<file path="config.mk">
export PLATFORM = sky130hd
export DESIGN_NAME = mem_port_arbiter
export DESIGN_NICKNAME = d
export VERILOG_FILES = /design/src/rtl/mem_port_arbiter.sv
export SDC_FILE = /design/constraint.sdc
export NUM_CORES = 1
export LEC_CHECK = 0
export CORE_MARGIN = 2
export CORE_UTILIZATION = 35
export CTS_BUF_LIST = sky130_fd_sc_hd__clkbuf_4
export DETAILED_ROUTE_END_ITERATION = 10
export PLACE_DENSITY = 0.87
export SYNTH_ARGS = -nofsm -noshare
export SYNTH_HDL_FRONTEND = slang
export SYNTH_SLANG_ARGS = --single-unit
</file>
<file path="constraint.sdc">
create_clock -name clk -period 10.4 [get_ports clk]
set_clock_uncertainty 0.05 [all_clocks]
set_input_delay 2.08 -clock clk [delete_from_list [all_inputs] [get_ports clk]]
set_output_delay 2.08 -clock clk [all_outputs]
set_load 0.02 [all_outputs]
</file>
<file path="src/rtl/mem_port_arbiter.sv">
// Arbitrates one single-port SRAM between the instruction-fetch and data ports.
// The data port has priority. A starvation counter lets fetch win the contested cycle after it has waited STARVE_MAX cycles.
module mem_port_arbiter #(
    parameter int ADDR_W     = 14,
    parameter int DATA_W     = 32,
    parameter int STARVE_MAX = 3
) (
    input  logic                clk,
    input  logic                rst,
    input  logic                if_req,
    input  logic [ADDR_W-1:0]   if_addr,
    output logic                if_gnt,
    output logic                if_rvalid,
    output logic [DATA_W-1:0]   if_rdata,
    input  logic                dm_req,
    input  logic [DATA_W/8-1:0] dm_web,
    input  logic [ADDR_W-1:0]   dm_addr,
    input  logic [DATA_W-1:0]   dm_wdata,
    output logic                dm_gnt,
    output logic                dm_rvalid,
    output logic [DATA_W-1:0]   dm_rdata,
    output logic                sram_cs,
    output logic                sram_oe,
    output logic [DATA_W/8-1:0] sram_web,
    output logic [ADDR_W-1:0]   sram_a,
    output logic [DATA_W-1:0]   sram_di,
    input  logic [DATA_W-1:0]   sram_do
);

    localparam int                 LANES      = DATA_W / 8;
    localparam logic [3:0]         STARVE_LIM = 4'(STARVE_MAX);
    localparam logic [LANES-1:0]   WEB_READ   = {LANES{1'b1}};

    typedef enum logic [1:0] {
        OWN_NONE = 2'd0,
        OWN_IF   = 2'd1,
        OWN_DM   = 2'd2
    } owner_e;

    logic [3:0]        starve_cnt_q, starve_cnt_d;
    owner_e            resp_owner_q, resp_owner_d;
    logic [ADDR_W-1:0] sram_a_q, sram_a_d;
    logic [DATA_W-1:0] sram_di_q, sram_di_d;
    logic              starved;
    logic              dm_is_read;

    assign starved    = (starve_cnt_q == STARVE_LIM);
    assign dm_is_read = (dm_web == WEB_READ);

    // Grant selection; requests are ignored while reset is asserted
    always_comb begin
        if_gnt = 1'b0;
        dm_gnt = 1'b0;
        if (rst) begin
            if_gnt = 1'b0;
            dm_gnt = 1'b0;
        end else if (if_req && (!dm_req || starved)) begin
            if_gnt = 1'b1;
        end else if (dm_req) begin
            dm_gnt = 1'b1;
        end else begin
            if_gnt = 1'b0;
            dm_gnt = 1'b0;
        end
    end

    // Next-state: starvation count, response owner, held SRAM address/data
    always_comb begin
        starve_cnt_d = starve_cnt_q;
        resp_owner_d = OWN_NONE;
        sram_a_d     = sram_a_q;
        sram_di_d    = sram_di_q;

        if (!if_req || if_gnt) begin
            starve_cnt_d = 4'd0;
        end else if (starve_cnt_q < STARVE_LIM) begin
            starve_cnt_d = starve_cnt_q + 4'd1;
        end else begin
            starve_cnt_d = starve_cnt_q;
        end

        if (if_gnt) begin
            resp_owner_d = OWN_IF;
            sram_a_d     = if_addr;
        end else if (dm_gnt) begin
            resp_owner_d = dm_is_read ? OWN_DM : OWN_NONE;
            sram_a_d     = dm_addr;
            sram_di_d    = dm_wdata;
        end else begin
            resp_owner_d = OWN_NONE;
        end
    end

    // SRAM pin drive; address and write data keep their last value when idle
    always_comb begin
        sram_cs  = 1'b0;
        sram_oe  = 1'b0;
        sram_web = WEB_READ;
        sram_a   = sram_a_d;
        sram_di  = sram_di_d;
        if (if_gnt) begin
            sram_cs = 1'b1;
            sram_oe = 1'b1;
        end else if (dm_gnt) begin
            sram_cs  = 1'b1;
            sram_oe  = dm_is_read;
            sram_web = dm_web;
        end else begin
            sram_cs = 1'b0;
        end
    end

    // State registers
    always_ff @(posedge clk or posedge rst) begin
        if (rst) begin
            starve_cnt_q <= 4'd0;
            resp_owner_q <= OWN_NONE;
            sram_a_q     <= {ADDR_W{1'b0}};
            sram_di_q    <= {DATA_W{1'b0}};
        end else begin
            starve_cnt_q <= starve_cnt_d;
            resp_owner_q <= resp_owner_d;
            sram_a_q     <= sram_a_d;
            sram_di_q    <= sram_di_d;
        end
    end

    // Read data goes unqualified to both ports; rvalid tells the consumer which one owns it
    assign if_rvalid = (resp_owner_q == OWN_IF);
    assign dm_rvalid = (resp_owner_q == OWN_DM);
    assign if_rdata  = rst ? {DATA_W{1'b0}} : sram_do;
    assign dm_rdata  = rst ? {DATA_W{1'b0}} : sram_do;

endmodule

</file>
== Word-level counts from Yosys, hierarchy flattened ==
Cells that the tools add are included.

* Equal/unequal tests: 4
* $lt $le $gt $ge: 1
* Add/sub/neg operators: 1
* Multiplexer cells: 21
* Reductions and logical operators: 6

{| class="wikitable"
|+ Operators with widths
! operator !! number
|-
| $mux W32 || 3
|-
| $mux W14 || 2
|-
| $mux W4 || 4
|-
| $mux W1 || 9
|-
| $mux W2 || 3
|-
| $add A4 B1 Y4 const B || 1
|-
| $eq A4 B2 Y1 const B || 1
|-
| $eq A4 B4 Y1 const B || 1
|-
| $lt A4 B2 Y1 const B || 1
|-
| $eq A2 B1 Y1 const B || 1
|-
| $eq A2 B2 Y1 const B || 1
|-
| $logic_not A1 Y1 || 2
|-
| $logic_or A1 B1 Y1 || 2
|-
| $reduce_bool A2 Y1 || 1
|-
| $logic_and A1 B1 Y1 || 1
|}

* Input bits: 100
* Output and inout port bits: 120
* Logic and storage cells: 37
* Bits in registers: 52

== Logic depth before layout (Yosys ltp) ==
* Depth in word-level cells: 7
* Mapped depth: 6
* Mapped depth without buffers: 5

== Worst setup path before layout ==
Ideal clock, no wire load.

* Path kind: input-to-output
* From: input rst
* To: output sram_oe
* Setup slack: 3.925 ns
* Data arrival time: 4.345 ns
* Buffers on the path: 2
* Data required time: 8.270 ns
* Stages: 5
* Path through: clkbuf_1 -> inv_1 -> o211ai_4 -> buf_4 -> o22ai_1

* Longest elaborated chain between the ends: 3
* Elaborated cells on any way between the ends: 4
* Classes of those cells: mux (4)

{| class="wikitable"
|+ Ends and longest elaborated chain
! element !! RTL line !! source
|-
| start, declared || 9 || <nowiki>input logic rst,</nowiki>
|-
| $mux W1 || 54 || <nowiki>if (rst) begin</nowiki>
|-
| $mux W1 || 104 || <nowiki>end else if (dm_gnt) begin</nowiki>
|-
| $mux W1 * || 101 || <nowiki>if (if_gnt) begin</nowiki>
|-
| end, declared || 23 || <nowiki>output logic sram_oe,</nowiki>
|}

Mark *: on every way between the ends. The rest lies on a longest branch, timed or not.

== Worst setup path after layout ==
* From: input if_req
* To: output sram_a[2]

* Longest elaborated chain between the ends: 5
* Elaborated cells on any way between the ends: 7
* Classes of those cells: mux (6); reduce/logical (1)

{| class="wikitable"
|+ Ends and longest elaborated chain
! element !! RTL line !! source
|-
| start, declared || 10 || <nowiki>input logic if_req,</nowiki>
|-
| $logic_and A1 B1 Y1 * || 57 || <nowiki>end else if (if_req && (!dm_req || starved)) begin</nowiki>
|-
| $mux W1 || 57 ||
|-
| $mux W1 || 54 ||
|-
| $mux W14 || 85 || <nowiki>end else if (dm_gnt) begin</nowiki>
|-
| $mux W14 * || 82 || <nowiki>if (if_gnt) begin</nowiki>
|-
| end, declared || 25 || <nowiki>output logic [ADDR_W-1:0] sram_a,</nowiki>
|}

Marked as above.

==> out/qor.txt <==
total gr overflow = 0
routed vias/inst = 4.68
vias in the first global route = 2450
number of buffer and inverter stages on the critical path = 4
dpl hpwl = 6.52 mm
WL final = 8.11 mm
DRC viols = 0
Post CTS Setup Buffer Count = 0
FF/Latch Area = 1300 um2
Reg2Reg Launch Point = starve_cnt_q[0]$_DFFE_PP0P_
Post-Syn Nets = 313
Least-Margin Pin Slew = 1.11 ns
chip height = 89.9 um
Avg Inst Size Synth = 12.2 um2
Switching Power = 0.187 mW
Post-synth ARST share = 100%
ys flop type = dfrtp_1
Yosys cell types = 24
switching part of the total = 32.5%
unrepaired setup endpoints after global routing = false
CP most frequent cell = clkdlybuf4s50_1
LEAKAGE = 1.90 nW
clock-pin slew on the worst setup and hold paths = 0.17 ns
Top delay family on crit path = buffers and inverters
Seq pwr share = 41.0%
synth cell count leaders = dfrtp_1 (52), buf_4 (35), nor2b_1 (34)
setup TNS = 0 ns
yosys warns = 0
Crit Path Max Fanout = 35
maximum vdd drop = 0.0783 mV
fill count = 567
multi-input logic area = 965 um2
outcome = complete, no violations
largest net degree at the start of global routing = 53
synthesis-stage register bit count = 52
WS Path Type = primary input to primary output
register area share after synthesis = 50.4%
share of cells above drive strength 1 = 12.0%
CP Capture Type = primary output
antenna viol nets, final = 0
flop-to-flop setup slack = 7.72 ns
share of the synthesized area in the top cell type = 50.4%
power density over the cells = 123 nW/um2
GRT Total Usage = 19.3%
CTS tree = yes
peak per-stage delay on the critical path = 0.89 ns
Critical Path RT = 8.27 ns
drt pass-1 iters = 4
Slew Limit Headroom = 25.5%
routed len/inst = 16.3 um
Root Driver = clkbuf_4
Slew Limit Fails = 0
Site Rows = 31
Arr. time, crit path = 4.83 ns
die area = 8080 um2
FMAX = 0.144 GHz
DRT iter0 DRCs = 63
Setup violations, final = 0
H-tree levels = 2
cell with the most instances after synthesis = dfrtp_1
Hold Crit Endpoint = sram_di_q[28]$_DFF_PP0_
worst r2r dst = sram_a_q[1]$_DFF_PP0_
number of synthesized flops with an enable pin = 0
Cell Chain, Critical Path = clkdlybuf4s50_1 > inv_1 > o211ai_4 > inv_4 > a221o_1 > clkdlybuf4s50_1
Final Hold Viols = 0
Die Wd = 89.9 um
gpl congestion = 0.805
slowest CP cell = o211ai_4
Crit path depth = 6
core area = 7210 um2
IO Count = 220
Resize count post-CTS = 0
crit path from = if_req
internal power = 0.389 mW
ANT cells = 0
nets = 499
clk sinks = 52
Final period util = 67.0%
Core Util, Final = 64.9%
max cap viols = 0
top post-synthesis cells by area = dfrtp_1 (50%), mux2_2 (14%), buf_4 (10%)
via count = 2329
worst hold stages = 1
mapped cell area = 2580 um2
CTS Buf Count = 5
first-pass GRT wire length = 12.6 mm
HP Class = flop to flop
antenna violations before repair = 0
Clock power frac = 17.2%
Comb pwr share = 41.9%
Final min period = 6.96 ns
Synth Instances = 212
R2R cell count = 5
Hold Buf Count CTS = 0
Synth area leader = dfrtp_1
Initial Utilization = 35.8%
Longest Clk Path Bufs = 2
Area Growth Syn to Fin = 81.3%
port bufs = 219
Setup crit start kind = primary input
Clock Latency Late Sink = 0.35 ns
hold path start = sram_di_q[28]$_DFF_PP0_
-- cell usage in the layout, fill, tap and decap left out --
| master | instances |
|---|---|
| xor2_1 | 1 |
| inv_8 | 1 |
| o21bai_1 | 1 |
| o22ai_1 | 1 |
| inv_1 | 2 |
| buf_4 | 2 |
| mux2_2 | 33 |
| nor2_1 | 1 |
| a211oi_2 | 1 |
| a221o_1 | 14 |
| nand4_1 | 1 |
| inv_4 | 1 |
| inv_2 | 1 |
| nor3_1 | 1 |
| and3_1 | 4 |
| nand2b_1 | 4 |
| clkdlybuf4s50_1 | 219 |
| and2_1 | 14 |
| clkinv_4 | 1 |
| clkbuf_4 | 5 |
| ha_1 | 1 |
| a21o_1 | 1 |
| nor2b_1 | 34 |
| dfrtp_1 | 52 |
| or3b_4 | 1 |
| clkinvlp_4 | 1 |
| o211ai_4 | 1 |
-- area by class of cell --
| type | instances | share of cell area [%] |
|---|---|---|
| Timing Repair Buffer | 221 | 47.2 |
| Clock buffer | 5 | 0.802 |
| Inverter | 4 | 0.374 |
| Sequential cell | 52 | 27.8 |
| Clock inverter | 3 | 0.588 |
| Tap cell | 99 | 2.65 |
| Multi-Input combinational cell | 114 | 20.6 |
-- registers in the layout (all words and copies together), names as in the netlist --
signal / flops
sram_a_q: 14
sram_di_q: 32
starve_cnt_q: 4
resp_owner_q: 2
-- logic make-up after synthesis --
kind of cell / synth area share (%)
DFF: 50.4
xor gates and xnor gates: 0.339
buffers and inverters: 12.2
AOI/OAI and AO/OA: 7.56
muxes: 14.4
adders and majority gates: 0.485
and+or+nand+nor: 14.6
-- per-layer routing --
| metal | vias to the layer above | part of all wire, % | track usage, % |
|---|---|---|---|
| met4 | 0 | 2.1 | 5.77 |
| met2 | 132 | 53 | 37.0 |
| met1 | 1115 | 37 | 20.6 |
| met5 | - | 0 | 0 |
| met3 | 15 | 7.3 | 5.36 |
| li1 | 1067 | - | - |
-- worst reg2reg max path: stages (launching register included) --
cell,delay [ns]
dfrtp_1,0.41
ha_1,0.18
or3b_4,0.41
o211ai_4,0.87
inv_4,0.25
a221o_1,0.40
-- how the worst max path moves through the flow --
| stage | endpoint | slack (ns) |
|---|---|---|
| global placement | sram_a[2] | 3.45 |
| floorplan | sram_oe | 3.93 |
| detailed placement | sram_a[3] | 3.41 |
| CTS | sram_a[3] | 3.41 |
| finish | sram_a[2] | 3.44 |
| global route | sram_a[1] | 3.25 |
-- per-stage QoR --
| step | total power [mW] | worst slack (ns) | std cells | hold WS (ns) | instance area (um2) |
|---|---|---|---|---|---|
| floorplan | 0.360 | 3.93 | 212 | 0.452 | 2580 |
| global placement | 0.476 | 3.45 | 490 | 0.427 | 4610 |
| detailed placement | 0.482 | 3.41 | 490 | 0.433 | 4610 |
| CTS | 0.582 | 3.41 | 498 | 0.471 | 4680 |
| global route | 0.602 | 3.25 | 498 | 0.479 | 4680 |
| finish | 0.575 | 3.44 | 498 | 0.466 | 4680 |
-- power by group through the flow --
stage / clock [mW] / combinational [mW] / sequential [mW]
floorplan: 0 / 0.123 / 0.237
global placement: 0 / 0.237 / 0.239
detailed placement: 0 / 0.242 / 0.240
CTS: 0.103 / 0.243 / 0.236
global route: 0.110 / 0.254 / 0.238
finish: 0.0989 / 0.241 / 0.236
No activity file was read; power rests on OpenSTA's default activity.
